--- config.mk ---
export PLATFORM = sky130hd
export DESIGN_NAME = pci_rr_arbiter
export DESIGN_NICKNAME = d
export VERILOG_FILES = /design/src/rtl/pci_rr_arbiter.sv
export SDC_FILE = /design/constraint.sdc
export NUM_CORES = 1
export LEC_CHECK = 0
export CORE_MARGIN = 5
export CORE_UTILIZATION = 56
export CTS_BUF_LIST = sky130_fd_sc_hd__clkbuf_4 sky130_fd_sc_hd__clkbuf_8
export DETAILED_ROUTE_END_ITERATION = 12
export PLACE_DENSITY = 0.82
export SYNTH_ARGS = -nofsm -noshare
export SYNTH_HDL_FRONTEND = slang
export SYNTH_SLANG_ARGS = --single-unit
--- constraint.sdc ---
create_clock -name clk -period 2.85 [get_ports clk]
set_clock_uncertainty 0.2 [all_clocks]
set_input_delay 0.855 -clock clk [delete_from_list [all_inputs] [get_ports clk]]
set_output_delay 0.855 -clock clk [all_outputs]
set_load 0.02 [all_outputs]
--- src/rtl/pci_rr_arbiter.sv ---
// Central PCI bus arbiter: round-robin GNT# with hidden arbitration and a grant-to-FRAME# timeout.
// Build option: define PCI_ARB_PARK_EN to park the bus on PARK_ID when nobody requests.
module pci_rr_arbiter #(
    parameter int NUM_MASTERS = 3,
    parameter int GNT_TIMEOUT = 16,
    parameter int PARK_ID     = 0
) (
    input  logic                           clk,
    input  logic                           rst,
    input  logic [NUM_MASTERS-1:0]         req_n,
    input  logic                           frame_n,
    input  logic                           irdy_n,
    output logic [NUM_MASTERS-1:0]         gnt_n,
    output logic [$clog2(NUM_MASTERS)-1:0] owner,
    output logic                           timeout_pulse,
    output logic [1:0]                     state_dbg
);
    // Handshake: a master asks by holding REQ# low; GNT# low is permission to start a
    // transaction once the bus is idle, and it may be withdrawn any time before FRAME# falls.
    localparam int OW = $clog2(NUM_MASTERS);
    localparam int TW = $clog2(GNT_TIMEOUT);
    localparam logic [NUM_MASTERS-1:0] ALL_OFF  = '1;
    localparam logic [NUM_MASTERS-1:0] ONE      = NUM_MASTERS'(1);
    localparam logic [NUM_MASTERS-1:0] PARK_GNT = ~(ONE << PARK_ID);
    localparam logic [OW-1:0]          PARK_OWN = OW'(PARK_ID);
`ifdef PCI_ARB_PARK_EN
    localparam bit PARK_EN = 1'b1;
`else
    localparam bit PARK_EN = 1'b0;
`endif

    typedef enum logic [1:0] {
        IDLE  = 2'd0,
        GRANT = 2'd1,
        BUSY  = 2'd2,
        GAP   = 2'd3
    } state_t;

    state_t                 state_q, state_d;
    logic [NUM_MASTERS-1:0] gnt_q, gnt_d;
    logic [OW-1:0]          owner_q, owner_d;
    logic [TW-1:0]          timer_q, timer_d;
    logic                   timeout_pulse_q, timeout_pulse_d;

    logic [NUM_MASTERS-1:0] req, own_mask;
    logic                   bus_idle, any_req, any_other, owner_req, parked, rr_found;
    logic [OW-1:0]          rr_winner, rr_idx;

    function automatic logic [NUM_MASTERS-1:0] gnt_for(input logic [OW-1:0] id);
        return ~(ONE << id);
    endfunction

    assign req       = ~req_n;
    assign bus_idle  = frame_n & irdy_n;
    assign own_mask  = ONE << owner_q;
    assign any_req   = |req;
    assign any_other = |(req & ~own_mask);
    assign owner_req = |(req & own_mask);
    assign parked    = PARK_EN && (state_q == IDLE) && (gnt_q == PARK_GNT);

    // Search starts just after the current owner, so the owner has lowest priority.
    always_comb begin
        rr_found  = 1'b0;
        rr_winner = owner_q;
        rr_idx    = owner_q;
        for (int k = 1; k <= NUM_MASTERS; k++) begin
            rr_idx = OW'((int'(owner_q) + k) % NUM_MASTERS);
            if (!rr_found && req[rr_idx]) begin
                rr_found  = 1'b1;
                rr_winner = rr_idx;
            end
        end
    end

    always_comb begin
        state_d         = state_q;
        gnt_d           = gnt_q;
        owner_d         = owner_q;
        timer_d         = timer_q;
        timeout_pulse_d = 1'b0;
        case (state_q)
            IDLE: begin
                if (any_req) begin
                    // Handing the bus from the parked master to someone else needs a turnaround.
                    if (parked && (rr_winner != owner_q)) begin
                        gnt_d   = ALL_OFF;
                        state_d = GAP;
                    end else begin
                        gnt_d   = gnt_for(rr_winner);
                        owner_d = rr_winner;
                        timer_d = '0;
                        state_d = GRANT;
                    end
                end else if (parked && !frame_n) begin
                    state_d = BUSY;
                end else if (PARK_EN) begin
                    gnt_d   = PARK_GNT;
                    owner_d = PARK_OWN;
                end
            end
            GRANT: begin
                if (!frame_n) begin
                    state_d = BUSY;
                end else if (!owner_req) begin
                    gnt_d   = ALL_OFF;
                    state_d = any_other ? GAP : IDLE;
                end else if (bus_idle) begin
                    if (timer_q == TW'(GNT_TIMEOUT - 1)) begin
                        gnt_d           = ALL_OFF;
                        timeout_pulse_d = 1'b1;
                        state_d         = GAP;
                    end else begin
                        timer_d = timer_q + 1'b1;
                    end
                end
            end
            BUSY: begin
                if (bus_idle) begin
                    if (any_other || owner_req) begin
                        gnt_d   = gnt_for(rr_winner);
                        owner_d = rr_winner;
                        timer_d = '0;
                        state_d = GRANT;
                    end else begin
                        gnt_d   = ALL_OFF;
                        state_d = IDLE;
                    end
                end else if (any_other) begin
                    gnt_d = ALL_OFF;
                end
            end
            GAP: begin
                if (any_req) begin
                    gnt_d   = gnt_for(rr_winner);
                    owner_d = rr_winner;
                    timer_d = '0;
                    state_d = GRANT;
                end else begin
                    state_d = IDLE;
                end
            end
            default: begin
                gnt_d   = ALL_OFF;
                state_d = IDLE;
            end
        endcase
    end

    always_ff @(posedge clk) begin
        if (rst) begin
            state_q         <= IDLE;
            gnt_q           <= ALL_OFF;
            owner_q         <= '0;
            timer_q         <= '0;
            timeout_pulse_q <= 1'b0;
        end else begin
            state_q         <= state_d;
            gnt_q           <= gnt_d;
            owner_q         <= owner_d;
            timer_q         <= timer_d;
            timeout_pulse_q <= timeout_pulse_d;
        end
    end

    assign gnt_n         = gnt_q;
    assign owner         = owner_q;
    assign timeout_pulse = timeout_pulse_q;
    assign state_dbg     = state_q;
endmodule

==> flow_metrics.env <==
export IMPL_synthFlopType="dfxtp_1"
export IMPL_synth_distinct_cells=46
export IMPL_synthCells=121
export IMPL_hp_start="timer_q[1]$_SDFFE_PP0P_"
export IMPL_ys_warn_count=0
export IMPL_port_buffer_count=14
export IMPL_synth_area_top_cells="dfxtp_1 (23%), ha_1 (13%), a211oi_1 (4.4%)"
export IMPL_grtUsageMet3_pct=1.127
export IMPL_dr_pass1_iters=4
export IMPL_antenna_found_initial=0
export IMPL_grt_pass1_wl_mm=3.726
export IMPL_rows=15
export IMPL_synth_edf_count=0
export IMPL_cellLeakagePower_nw=0.5086
export IMPL_synth_top_area_cell="dfxtp_1"
export IMPL_start_util_pct=59.28
export IMPL_io_pins=15
export IMPL_reg2reg_to="gnt_n[2]$_SDFFE_PP1P_"
export IMPL_hold_path_class="flip-flop to flip-flop"
export IMPL_grt_util_met2_pct=27.89
export IMPL_grt_max_degree=13
export IMPL_syn_avg_cell_area_um2=8.552
export IMPL_met1_usage_pct=22.92
export IMPL_finalSetupViolCount=0
export IMPL_crit_chain="clkdlybuf4s50_1 > nand2b_2 > and3_4 > o32a_2 > or3b_1 > a21oi_1"
export IMPL_dieWidth_um=52.99
export IMPL_grt_setup_unrepaired="no"
export IMPL_clock_path_buffers=2
export IMPL_synth_xor_area_share_pct=0
export IMPL_cap_violations=0
export IMPL_cts_resized=0
export IMPL_min_to="timer_q[1]$_SDFFE_PP0P_"
export IMPL_crit_fanout=7
export IMPL_cts_made_buffers=3
export IMPL_rrSetupSlack_ps=470
export IMPL_max_clock_freq_mhz=383.4
export IMPL_drc=0
export IMPL_synthMuxAreaShare_pct=0
export IMPL_cpPeakStageDelay_ps=500
export IMPL_busiest_layer="met2"
export IMPL_synth_compound_area_share_pct=26.36
export IMPL_vdd_drop_max_mv=0.4727
export IMPL_yosys_area_share_adder_pct=13.30
export IMPL_dp_hpwl_mm=1.747
export IMPL_arrival_ps=2610
export IMPL_critPathSlowestCell="clkdlybuf4s50_1"
export IMPL_area_growth_pct=24.67
export IMPL_grt_util_all_layers_pct=17.48
export IMPL_r2r_start="owner[1]$_SDFFE_PP0P_"
export IMPL_start_kind="input port"
export IMPL_worstMarginPinSlew_ps=435.5
export IMPL_fin_nets=165
export IMPL_r2r_cells=7
export IMPL_cp_required_ps=2860
export IMPL_grt_pass1_vias=906
export IMPL_slew_headroom_pct=70.97
export IMPL_fin_crit_sh_pct=91.51
export IMPL_timing_hold_violations_final=0
export IMPL_syn_nets=139
export IMPL_gp_congestion=0.8172
export IMPL_post_cts_buffers=0
export IMPL_fin_ws_ps=242.1
export IMPL_clock_sinks=12
export IMPL_diodes=0
export IMPL_vias_per_cell=5.649
export IMPL_htree_levels=1
export IMPL_grt_ovfl_total=0
export IMPL_drive_above_1_share_pct=18.49
export IMPL_dp_slack_ps=-54.09
export IMPL_ant_nets=0
export IMPL_worst_hold_slack_ps=280.9
export IMPL_fp_dieH_um=52.99
export IMPL_outcome="finished, final reports clean"
export IMPL_fin_crit_ps=2608
export IMPL_ys_seq_area_share_pct=23.22
export IMPL_async_flop_share_pct=0
export IMPL_critPathKind="input port to flip-flop"
export IMPL_hold_buffers=0
export IMPL_post_drt_wl_per_cell_um=13.00
export IMPL_wl_mm=2.223
export IMPL_synth_top_family_by_area="simple AND/OR/NAND/NOR gates"
export IMPL_end_kind="flip-flop"
export IMPL_clkSlewWorstSetupHoldPaths_ps=80
export IMPL_syn_area_mm2=0.001035
export IMPL_min_path_cells=2
export IMPL_slew_viol_final=0
export IMPL_vias=966
export IMPL_core_mm2=0.001745
export IMPL_synth_top_area_share_pct=23.22
export IMPL_powerDensity_mw_per_mm2=735.3
export IMPL_synth_seq_cells=12
export IMPL_clk_latency_ps=270
export IMPL_cts_tree="yes"
export IMPL_drt_iter0_drc=18
export IMPL_synth_simple_gate_area_share_pct=29.75
export IMPL_dieArea_mm2=0.002807
export IMPL_cts_root_buf="clkbuf_4"
## flip-flops by register name, summed over array words and instances (netlist names)
name and flops:
timer_q 4, gnt_n 3, owner 2, state_dbg 2, timeout_pulse 1
## Yosys cell counts (all sizes together) (2+ instances only)
master and number:
dfxtp 12, ha 11, nand2b 9, a21oi 8
inv 7, a211oi 6, nand2 6, buf 5
nor2 5, nor3 5, and3 4, nand3b 3
nor2b 3, nor3b 3, o21ai 3, o22a 3
o22ai 3, or3 3, a21boi 2, o31ai 2
## where the power goes
part	switching [mW]	internal, mW	total [mW]
Sequential	0.0377	0.207	0.244
Clock	0.0591	0.0777	0.137
Combinational	0.289	0.278	0.568
## critical path: cells and delay by family
kind,cells,cell delay (ps)
AOI/OAI and AO/OA,2,490
buffers and inverters,1,500
and+or+nand+nor,3,760
## routing by layer
metal | routed length (um) | vias up
li1 | - | 500
met1 | 1089 | 439
met2 | 991 | 23
met3 | 102 | 4
met4 | 40 | 0
met5 | 0 | -
## per-stage QoR
step	instances	util, %	cell area, um2	power, mW	TNS (ps)
CTS	171	73.91	1290	0.9478	0
finish	171	73.91	1290	0.9486	0
global placement	167	71.83	1254	0.7917	-15.61
floorplan	121	-	1035	0.6314	0
detailed placement	167	71.83	1254	0.8099	-184.9
global route	171	73.91	1290	1.020	0
## worst max-delay path by stage
stage,to,startpoint,slack (ps)
4_1_cts,gnt_n[2]$_SDFFE_PP1P_,req_n[1],240
2_1_floorplan,timer_q[3]$_SDFFE_PP0P_,req_n[1],490
6_report,timer_q[0]$_SDFFE_PP0P_,req_n[2],240
3_3_place_gp,timer_q[3]$_SDFFE_PP0P_,req_n[2],-9
5_1_grt,gnt_n[2]$_SDFFE_PP1P_,req_n[1],90
3_5_place_dp,gnt_n[2]$_SDFFE_PP1P_,req_n[1],-50
## cells in the final DEF (no fill, tap or decap), types with 2 or more instances in the layout
cell type,count
nor3b_1,3
and3_4,2
o31ai_1,2
clkbuf_4,3
nand2b_1,7
nand2_1,6
inv_1,7
nor3_1,5
o22ai_1,3
o21ai_0,2
buf_4,13
o22a_2,2
dfxtp_1,12
clkdlybuf4s50_1,14
ha_1,11
and3_1,2
a211oi_1,6
or3_1,3
a21oi_1,8
nor2b_1,3
nand3b_1,3
nor2_1,5
## final cells by class
class                   count  area (um2)
clock buffers               4       36.28
fillers                   138       455.4
inverters                   7       26.28
multi-input cells          96       718.2
flip-flops and latches     12       240.2
well taps                  25       31.28
repair buffers             27       237.7
## cell families after synthesis
group,Yosys count
AND/OR/NAND/NOR,48
AO/OA/AOI/OAI,37
adder cells (fa/ha/maj),11
flip-flops,12
buffers and inverters,13
Power figures use the tool's default switching activity.
